**src/rtl/pwm_fade_pkg.sv**
```systemverilog
// Shared definitions for the PWM fade sequencer: FSM state encoding.
package pwm_fade_pkg;

  localparam int unsigned StateW = 3;

  typedef enum logic [StateW-1:0] {
    StIdle   = 3'd0,
    StUp     = 3'd1,
    StHoldHi = 3'd2,
    StDown   = 3'd3,
    StHoldLo = 3'd4
  } fade_state_e;

endpackage

```
**src/rtl/step_tick_gen.sv**
```systemverilog
// Step-interval prescaler: counts 0..div and fires tick in the cycle where count == div.
// While clr is high the counter is held at zero and no tick is produced.
module step_tick_gen #(
  parameter int unsigned DIV_W = 16
) (
  input  logic             clk,
  input  logic             rst,
  input  logic             clr,
  input  logic [DIV_W-1:0] div,
  output logic             tick
);

  logic [DIV_W-1:0] cnt_q;

  assign tick = ~clr && (cnt_q == div);

  // Free-running prescaler, wraps on tick so every state change (always on a tick) restarts it.
  always_ff @(posedge clk or posedge rst) begin
    if (rst) begin
      cnt_q <= '0;
    end else if (clr || tick) begin
      cnt_q <= '0;
    end else begin
      cnt_q <= cnt_q + 1'b1;
    end
  end

endmodule

```
**src/rtl/pwm_fade_sequencer.sv**
```systemverilog
// Breathing-duty sequencer: ramps the PWM compare value min -> max -> min in fixed steps,
// holding at each extreme, until stopped.
module pwm_fade_sequencer
  import pwm_fade_pkg::*;
#(
  parameter int unsigned DUTY_W = 8,
  parameter int unsigned DIV_W  = 16,
  parameter int unsigned HOLD_W = 8
) (
  input  logic              clk,
  input  logic              rst,
  input  logic              i_start,
  input  logic              i_stop,
  input  logic [DUTY_W-1:0] i_duty_min,
  input  logic [DUTY_W-1:0] i_duty_max,
  input  logic [DUTY_W-1:0] i_step,
  input  logic [DIV_W-1:0]  i_step_div,
  input  logic [HOLD_W-1:0] i_hold,
  output logic [DUTY_W-1:0] o_duty,
  output logic              o_duty_upd,
  output logic              o_busy,
  output logic              o_cfg_err
);

  fade_state_e       state_q;
  logic [DUTY_W-1:0] duty_q;
  logic              duty_upd_q;
  logic              busy_q;
  logic              cfg_err_q;
  logic [DUTY_W-1:0] min_q;
  logic [DUTY_W-1:0] max_q;
  logic [DUTY_W-1:0] step_q;
  logic [DIV_W-1:0]  div_q;
  logic [HOLD_W-1:0] hold_q;
  logic [HOLD_W-1:0] hold_cnt_q;
  logic              tick;

  // One extra bit so neither the up-sum nor the down-floor can wrap.
  logic [DUTY_W:0]   sum_up;
  logic [DUTY_W:0]   down_floor;
  logic [DUTY_W-1:0] diff_down;

  assign sum_up     = {1'b0, duty_q} + {1'b0, step_q};
  assign down_floor = {1'b0, min_q} + {1'b0, step_q};
  assign diff_down  = duty_q - step_q;

  step_tick_gen #(
    .DIV_W (DIV_W)
  ) u_tick (
    .clk  (clk),
    .rst  (rst),
    .clr  (state_q == StIdle),
    .div  (div_q),
    .tick (tick)
  );

  // Sequencer FSM with registered duty, strobe, busy and config-error outputs.
  always_ff @(posedge clk or posedge rst) begin
    if (rst) begin
      state_q    <= StIdle;
      duty_q     <= '0;
      duty_upd_q <= 1'b0;
      busy_q     <= 1'b0;
      cfg_err_q  <= 1'b0;
      min_q      <= '0;
      max_q      <= '0;
      step_q     <= '0;
      div_q      <= '0;
      hold_q     <= '0;
      hold_cnt_q <= '0;
    end else begin
      duty_upd_q <= 1'b0;
      cfg_err_q  <= 1'b0;
      if (state_q == StIdle) begin
        if (i_start) begin
          if ((i_duty_min >= i_duty_max) || (i_step == '0)) begin
            cfg_err_q <= 1'b1;
          end else begin
            min_q      <= i_duty_min;
            max_q      <= i_duty_max;
            step_q     <= i_step;
            div_q      <= i_step_div;
            hold_q     <= i_hold;
            duty_q     <= i_duty_min;
            duty_upd_q <= 1'b1;
            busy_q     <= 1'b1;
            hold_cnt_q <= '0;
            state_q    <= StUp;
          end
        end
      end else if (i_stop) begin
        // Stop beats tick and start; duty stays frozen.
        state_q    <= StIdle;
        busy_q     <= 1'b0;
        hold_cnt_q <= '0;
      end else if (tick) begin
        case (state_q)
          StUp: begin
            if (sum_up >= {1'b0, max_q}) begin
              duty_q     <= max_q;
              duty_upd_q <= (duty_q != max_q);
              state_q    <= StHoldHi;
            end else begin
              duty_q     <= sum_up[DUTY_W-1:0];
              duty_upd_q <= 1'b1;
            end
          end
          StDown: begin
            if (({1'b0, duty_q} < down_floor) || (diff_down == min_q)) begin
              duty_q     <= min_q;
              duty_upd_q <= (duty_q != min_q);
              state_q    <= StHoldLo;
            end else begin
              duty_q     <= diff_down;
              duty_upd_q <= 1'b1;
            end
          end
          StHoldHi, StHoldLo: begin
            if (hold_cnt_q == hold_q) begin
              hold_cnt_q <= '0;
              state_q    <= (state_q == StHoldHi) ? StDown : StUp;
            end else begin
              hold_cnt_q <= hold_cnt_q + 1'b1;
            end
          end
          default: begin
            state_q <= StIdle;
            busy_q  <= 1'b0;
          end
        endcase
      end
    end
  end

  assign o_duty     = duty_q;
  assign o_duty_upd = duty_upd_q;
  assign o_busy     = busy_q;
  assign o_cfg_err  = cfg_err_q;

endmodule

```
**config.mk**
```make
export PLATFORM = sky130hd
export DESIGN_NAME = pwm_fade_sequencer
export DESIGN_NICKNAME = d
export VERILOG_FILES = /design/src/rtl/pwm_fade_pkg.sv /design/src/rtl/step_tick_gen.sv /design/src/rtl/pwm_fade_sequencer.sv
export SDC_FILE = /design/constraint.sdc
export NUM_CORES = 1
export LEC_CHECK = 0
export BUFFER_PORTS_ARGS = -buffer_cell sky130_fd_sc_hd__buf_2
export CAP_MARGIN = 5
export CORE_ASPECT_RATIO = 0.9
export CORE_MARGIN = 3
export CORE_UTILIZATION = 40
export DETAILED_ROUTE_END_ITERATION = 8
export PLACE_DENSITY_LB_ADDON = 0.1
export SLEW_MARGIN = 30
export SYNTH_ARGS = -nofsm -noshare
export SYNTH_HDL_FRONTEND = slang
export SYNTH_SLANG_ARGS = --single-unit
```
**constraint.sdc**
```tcl
create_clock -name clk -period 4.3 [get_ports clk]
set_input_delay 0.645 -clock clk [delete_from_list [all_inputs] [get_ports clk]]
set_output_delay 0.645 -clock clk [all_outputs]
set_load 0.01 [all_outputs]
```
==> results of run 1 <==
## cell families after synthesis
kind of cell | after synthesis | share of synthesized area [%]
AND/OR/NAND/NOR | 173 | 14.1
AO/OA/AOI/OAI | 152 | 16.5
flip-flops | 86 | 35.6
XOR/XNOR | 73 | 10.9
buffers and inverters | 67 | 4.26
adder cells (fa/ha/maj) | 51 | 10.9
multiplexers | 42 | 7.67
## path summary, 6_finish.rpt
| path | cells past startpoint | start | slack (ns) | end |
|---|---|---|---|---|
| hold reg to reg | 1 | hold_cnt_q[7] | 0.51 | hold_cnt_q[7] |
| hold / removal | 2 | rst | 0.40 | div_q[2] |
| setup / recovery | 15 | step_q[4] | 0.27 | o_duty[3] |
| max in group asynchronous | 3 | rst | 2.81 | step_q[7] |
| min in group clk | 1 | hold_cnt_q[7] | 0.51 | hold_cnt_q[7] |
| setup reg to reg | 15 | step_q[4] | 0.27 | o_duty[3] |
## routing by layer
metal | vias up | part of all wire, % | wire length [um]
li1 | 2421 | - | -
met1 | 2461 | 51 | 8270
met2 | 117 | 43 | 6980
met3 | 13 | 4.4 | 706
met4 | 0 | 1.3 | 210
met5 | - | 0 | 0
## state kept, by name (all words and copies together) (netlist names)
register	count
o_duty	8
o_cfg_err	1
o_duty_upd	1
hold_cnt_q	8
hold_q	8
u_tick.cnt_q	16
o_busy	1
div_q	16
step_q	8
state_q	3
max_q	8
min_q	8
## worst max-delay path, stage by stage (launching register included)
cell and delay, ns:
dfrtp_1 0.38, inv_1 0.08, ha_2 0.52, inv_1 0.14, a22oi_1 0.20, nand3b_1 0.20
o22a_1 0.23, xnor2_1 0.25, ha_1 0.30, a211oi_1 0.23, o21ai_0 0.17, a211oi_2 0.28
buf_6 0.22, mux2i_1 0.19, o311ai_0 0.12, o32a_1 0.38
## synthesized netlist by cell type (9+ instances only)
cell	number	area (um2)
nand3_1	17	85.1
dfrtp_1	86	2150
o31ai_1	13	97.6
and3_1	12	75.1
clkbuf_1	18	67.6
a21oi_1	28	140
o21ai_0	47	235
nor2_1	39	146
inv_1	42	158
xnor2_1	60	526
nor3_1	14	70.1
nand2_1	40	150
mux2_2	35	394
nand4_1	10	62.6
xor2_1	11	96.3
ha_1	48	601
or3_1	9	56.3
## where the power goes
group	leakage, uW	switching, uW	internal, uW	total (uW)
clock	0.000145	327	464	791
combinational	0.00184	2350	1890	4230
sequential	0.00108	386	1120	1500
total	0.00306	3060	3470	6530
## final cells by class
| class | count | area (um2) | area share, % |
|---|---|---|---|
| Timing Repair Buffer | 75 | 412 | 5.94 |
| Sequential cell | 86 | 2150 | 31.1 |
| Tap cell | 193 | 241 | 3.49 |
| Clock inverter | 5 | 60.1 | 0.867 |
| Clock buffer | 10 | 239 | 3.45 |
| Inverter | 42 | 159 | 2.29 |
| Multi-Input combinational cell | 491 | 3660 | 52.9 |
## per-stage QoR
stage / instance area [um2] / hold WS [ns] / std cells
after CTS: 6910 / 0.420 / 902
final: 6930 / 0.398 / 902
after detailed placement: 6610 / 0.502 / 887
after global placement: 6610 / 0.492 / 887
after global routing: 6930 / 0.450 / 902
after floorplan: 6050 / 0.472 / 644
## what timing repair did
action | CTS | global route
resized for setup | 0 | 3
endpoints found under the hold margin | 0 | 0
endpoints found under the setup margin | 0 | 4
==> metrics.md, run 1 <==
| Metric | Value |
|---|---|
| Outcome | finished, final reports clean |
| DR vias/cell | between 5 and 6 |
| Antenna Cells | 0 |
| DRT iter0 DRCs | between 400 and 500 |
| Seq cells post-synth | between 80 and 90 |
| Slew @ Worst Pin | 0.806 ns |
| CTS sink cnt | 86 |
| CP startpoint kind | register |
| Hold WC Path Type | primary input to asynchronous set/reset pin |
| CP endpoint kind | register |
| Die Span X | about 140 um |
| Critical path type | register to register |
| ANT nets after route | 0 |
| Min Tclk post-route | just over 4 ns |
| Util after Layout | around half |
| Synth cell types | between 60 and 70 |
| Setup Fix Bufs, Post-CTS | 0 |
| Share of cells above drive strength 1 | between 20 and 25% |
| Commonest cells after routing, fill and taps aside | 86 x dfrtp_1, 62 x buf_2, 59 x xnor2_1, 47 x o21ai_0, 47 x ha_1 |
| Most common cell after layout, fill and taps aside | dfrtp_1 |
| GRT busiest layer | met1 |
| Synth Instances | around 640 |
| RSZ-0062 raised after global routing | false |
| Maxcap violations | 0 |
| Post-synth net total | 747 |
| Post-synth EDFFs | 0 |
| Final setup viols | 0 |
| Dominant synthesized flop cell | dfrtp_1 |
| # IOs | 63 |
| Remaining routing DRC violations | 0 |
| Peak VDD IR | 0.402 mV |
| Final HPWL from detailed placement | about 12,000 um |
| GRT Total Usage | 20.4% |
| Worst slack at placement | about 0.26 ns |
| Placer Congestion | approximately 0.9 |
| Initial antenna violation count | 0 |
| CORE AREA | between 10,000 and 15,000 um2 |
| Max Clock Skew | 0.00541 ns |
| Clk slew on worst S/H paths | around 0.06 ns |
| YS warnings | 0 |
| First-pass GRT wire length | roughly 27,000 um |
| Initial DRT Pass Iterations | 4 |
| Nets | ~810 |
| Met1 usage | between 30% and 40% |
| Fmax | around 250 MHz |
| Die footprint | 16,600 um2 |
| Tot Pwr | between 6000 and 7000 uW |
| Critical Path RT | around 4.5 ns |
| Critical Path AT | ~4.3 ns |
| Fin. Hold Viols | 0 |
| Cell area after synthesis | 6050 um2 |
| Power Dens Cells | approximately 940 nW/um2 |
| Layout area overhead | 14.5% |
| IO buf count | 62 |
| Met3 Resource Use GR | roughly 4.1% |
| Leakage power | about 0.003 uW |
| Post-synthesis async set-or-reset flop share | between 90% and 100% |
| GRT Residual Overflow | 0 |
| Met2 Track Usage GR | 29.9% |
| Vias in the first global route | around 4,800 |
| Sequential element share of the synthesized area | around 36% |
| H-tree depth | 3 |
| Setup Total Neg Slack | 0 ns |
| Via Count | 5,012 |
| Fin crit share | 93.6% |
| Routed WL | roughly 16,000 um |
| Initial Util | between 40% and 50% |
| Clock Tree Buf Depth | 2 |
| Die span in y | approximately 120 um |
| Pin count of the biggest net entering global routing | 47 |
| Min setup slack post-route | 0.274 ns |
| Max Slew Vio Count | 0 |
| Total CTS buffers | 9 |
| Synthesized area per cell | approximately 9.4 um2 |
| CTS root buf | clkbuf_16 |
| Fillcell total | ~1,400 |
| Row count | 41 |
| Clock latency on the worst-skew pair | roughly 0.34 ns |
| Post-DR wirelength/cell | 17.9 um |
| Max-Slew Margin vs Limit | a little under half |
| Worst Path Max Fanout | 16 |
| CTS Hold Bufs | 0 |
| TritonCTS clock tree | yes |
Power figures use the tool's default switching activity.
==> run 2: changes to the inputs <==
==> constraint.sdc (replaced) <==
create_clock -name clk -period 4.3 [get_ports clk]
set_input_delay 0.43 -clock clk [delete_from_list [all_inputs] [get_ports clk]]
set_output_delay 0.43 -clock clk [all_outputs]
set_load 0.01 [all_outputs]
==> run 2 against run 1 <==
Register-to-register slack improved by 0.07 ns. First-iteration DRC count is 20% lower. Sequential power barely moved. Die area unchanged. Cell count decreased by 0.33%. Maximum frequency grew 1.7%. Largest cell class unchanged.
==> metrics.md, run 2 (same netlist as run 1, synthesis figures left out) <==
| Metric | Value |
|---|---|
| Share of cells above drive strength 1 | a little under a fifth |
| GRT Total Usage | between 20 and 25% |
| Biggest regs | div_q: 16 flops, u_tick.cnt_q: 16 flops |
| Nets | around 810 |
| RSZ-0062 raised after global routing | false |
| CTS Hold Bufs | 0 |
| IO buf count | 62 |
| Fmax | 253 MHz |
| Initial DRT Pass Iterations | 5 |
| Crit path cell chain | inv_1 > ha_1 > inv_1 > a22oi_1 > nand3b_1 > o22a_1 > xnor2_1 > ha_1 > a211oi_1 > o21ai_0 > a211oi_2 > buf_4 > mux2i_1 > o311ai_0 > o32a_1 |
| Fillcell total | approximately 1,400 |
| CP startpoint kind | register |
| CTS-repair resized insts | 0 |
| CORE AREA | roughly 14,000 um2 |
| Vias in the first global route | 4,863 |
| CP endpoint kind | register |
| Slowest stage delay, CP | 0.60 ns |
| Pin count of the biggest net entering global routing | 71 |
| Top delay family on crit path | compound AO/OA/AOI/OAI gates |
| Top routing layer in use | met4 |
| Routed WL | between 15,000 and 20,000 um |
| Total CTS buffers | 9 |
| First-pass GRT wire length | between 20,000 and 30,000 um |
| Fin crit share | just over 90% |
| Slew @ Worst Pin | approximately 0.8 ns |
| Max-Slew Margin vs Limit | a little under half |
| CTS sink cnt | 86 |
| Commonest cells after routing, fill and taps aside | 86 x dfrtp_1, 62 x buf_2, 60 x xnor2_1, 48 x ha_1, 47 x o21ai_0 |
| Wire length on met3 | around 950 um |
| Power Dens Cells | a little over 900 nW/um2 |
| Initial Util | roughly two fifths |
| Metal2 WL | about 6900 um |
| Layout area overhead | 13.4% |
| Outcome | finished, final reports clean |
| Setup Fix Bufs, Post-CTS | 0 |
| Die span in y | around 120 um |
| TritonCTS clock tree | yes |
| Via Count | just over 5,000 |
| DR vias/cell | 5.61 |
| Critical Path AT | ~4.2 ns |
| GRT Residual Overflow | 0 |
| Antenna Cells | 0 |
| Peak VDD IR | ~0.37 mV |
| # IOs | between 60 and 70 |
| Min Tclk post-route | 3.96 ns |
| Placer Congestion | slightly below 0.9 |
| Min Hold Slack | 0.200 ns |
| Die footprint | approximately 17,000 um2 |
| Remaining routing DRC violations | 0 |
| Initial antenna violation count | 0 |
| ANT nets after route | 0 |
| Row count | 41 |
| Clock latency on the worst-skew pair | roughly 0.35 ns |
| Post-DR wirelength/cell | between 15 and 20 um |
| Critical path type | register to register |
| Critical path's slowest cell | ha_1 |
| Maxcap violations | 0 |
| CTS root buf | clkbuf_16 |
| Max Clock Skew | 0.0104 ns |
| Leakage power | approximately 0.003 uW |
| Hold WC Path Type | primary input to asynchronous set/reset pin |
| Most common cell after layout, fill and taps aside | dfrtp_1 |
| Worst Path Max Fanout | 16 |
| Clk slew on worst S/H paths | ~0.07 ns |
| Final HPWL from detailed placement | about 12,000 um |
| Placed insts | between 800 and 900 |
| Met1 Wirelength | between 8000 and 9000 um |
| Max Slew Vio Count | 0 |
| Non-filler cells, final | 899 |
| Final setup viols | 0 |
| Clock Tree Buf Depth | 2 |
| H-tree depth | 3 |
| Setup Total Neg Slack | 0 ns |
| Buf/Inv on CP | 3 |
| Critical Path RT | roughly 4.5 ns |
| Fin. Hold Viols | 0 |
| Die Span X | 136 um |
| DRT iter0 DRCs | between 300 and 400 |
==> run 2: metrics by stage <==
step           power [uW]  cell area (um2)  util [%]  worst slack, ns
2_1_floorplan        4500             6050         -            0.543
5_1_grt              6940             6860      47.6            0.112
6_report             6400             6860      47.6            0.342
3_5_place_dp         5630             6600      45.8            0.396
4_1_cts              6390             6860      47.6            0.371
3_3_place_gp         5570             6600      45.8            0.481
==> run 2: power breakdown <==
group | switching, uW | total (uW) | internal (uW) | leakage [uW]
Sequential | 393 | 1510 | 1120 | 0.00108
Combinational | 2310 | 4170 | 1860 | 0.00182
Clock | 331 | 718 | 387 | 0.000121
Total | 3030 | 6400 | 3370 | 0.00302
==> run 2: path summary, 6_finish.rpt <==
| path | from | to | slack, ns | cells past startpoint |
|---|---|---|---|---|
| min | rst | div_q[2] | 0.20 | 2 |
| min in group clk | i_duty_max[1] | max_q[1] | 0.31 | 3 |
| max reg2reg | step_q[4] | o_duty[3] | 0.34 | 15 |
| min reg2reg | hold_cnt_q[7] | hold_cnt_q[7] | 0.51 | 1 |
| max | step_q[4] | o_duty[3] | 0.34 | 15 |
| max in group asynchronous | rst | max_q[6] | 3.01 | 3 |
==> run 2: worst register-to-register path, stage by stage, from the launching register on <==
cell and delay, ns:
dfrtp_1 0.38, inv_1 0.08, ha_1 0.60, inv_1 0.16, a22oi_1 0.21, nand3b_1 0.19
o22a_1 0.23, xnor2_1 0.20, ha_1 0.28, a211oi_1 0.21, o21ai_0 0.14, a211oi_2 0.21
buf_4 0.25, mux2i_1 0.21, o311ai_0 0.12, o32a_1 0.37
==> run 2: layout make-up <==
cell class                      instances  area [um2]  share of cell area (%)
Multi-Input combinational cell        491        3650                    53.2
Clock buffer                           11         233                    3.39
Timing Repair Buffer                   72         398                    5.80
Tap cell                              193         241                    3.52
Sequential cell                        86        2150                    31.4
Clock inverter                          4        25.0                   0.365
Inverter                               42         159                    2.32
==> run 2: layer usage <==
layer  GRT usage (%)  up-vias
li1                -     2426
met1            30.2     2466
met2            29.4      136
met3            4.22       17
met4            5.23        0
met5               0        -
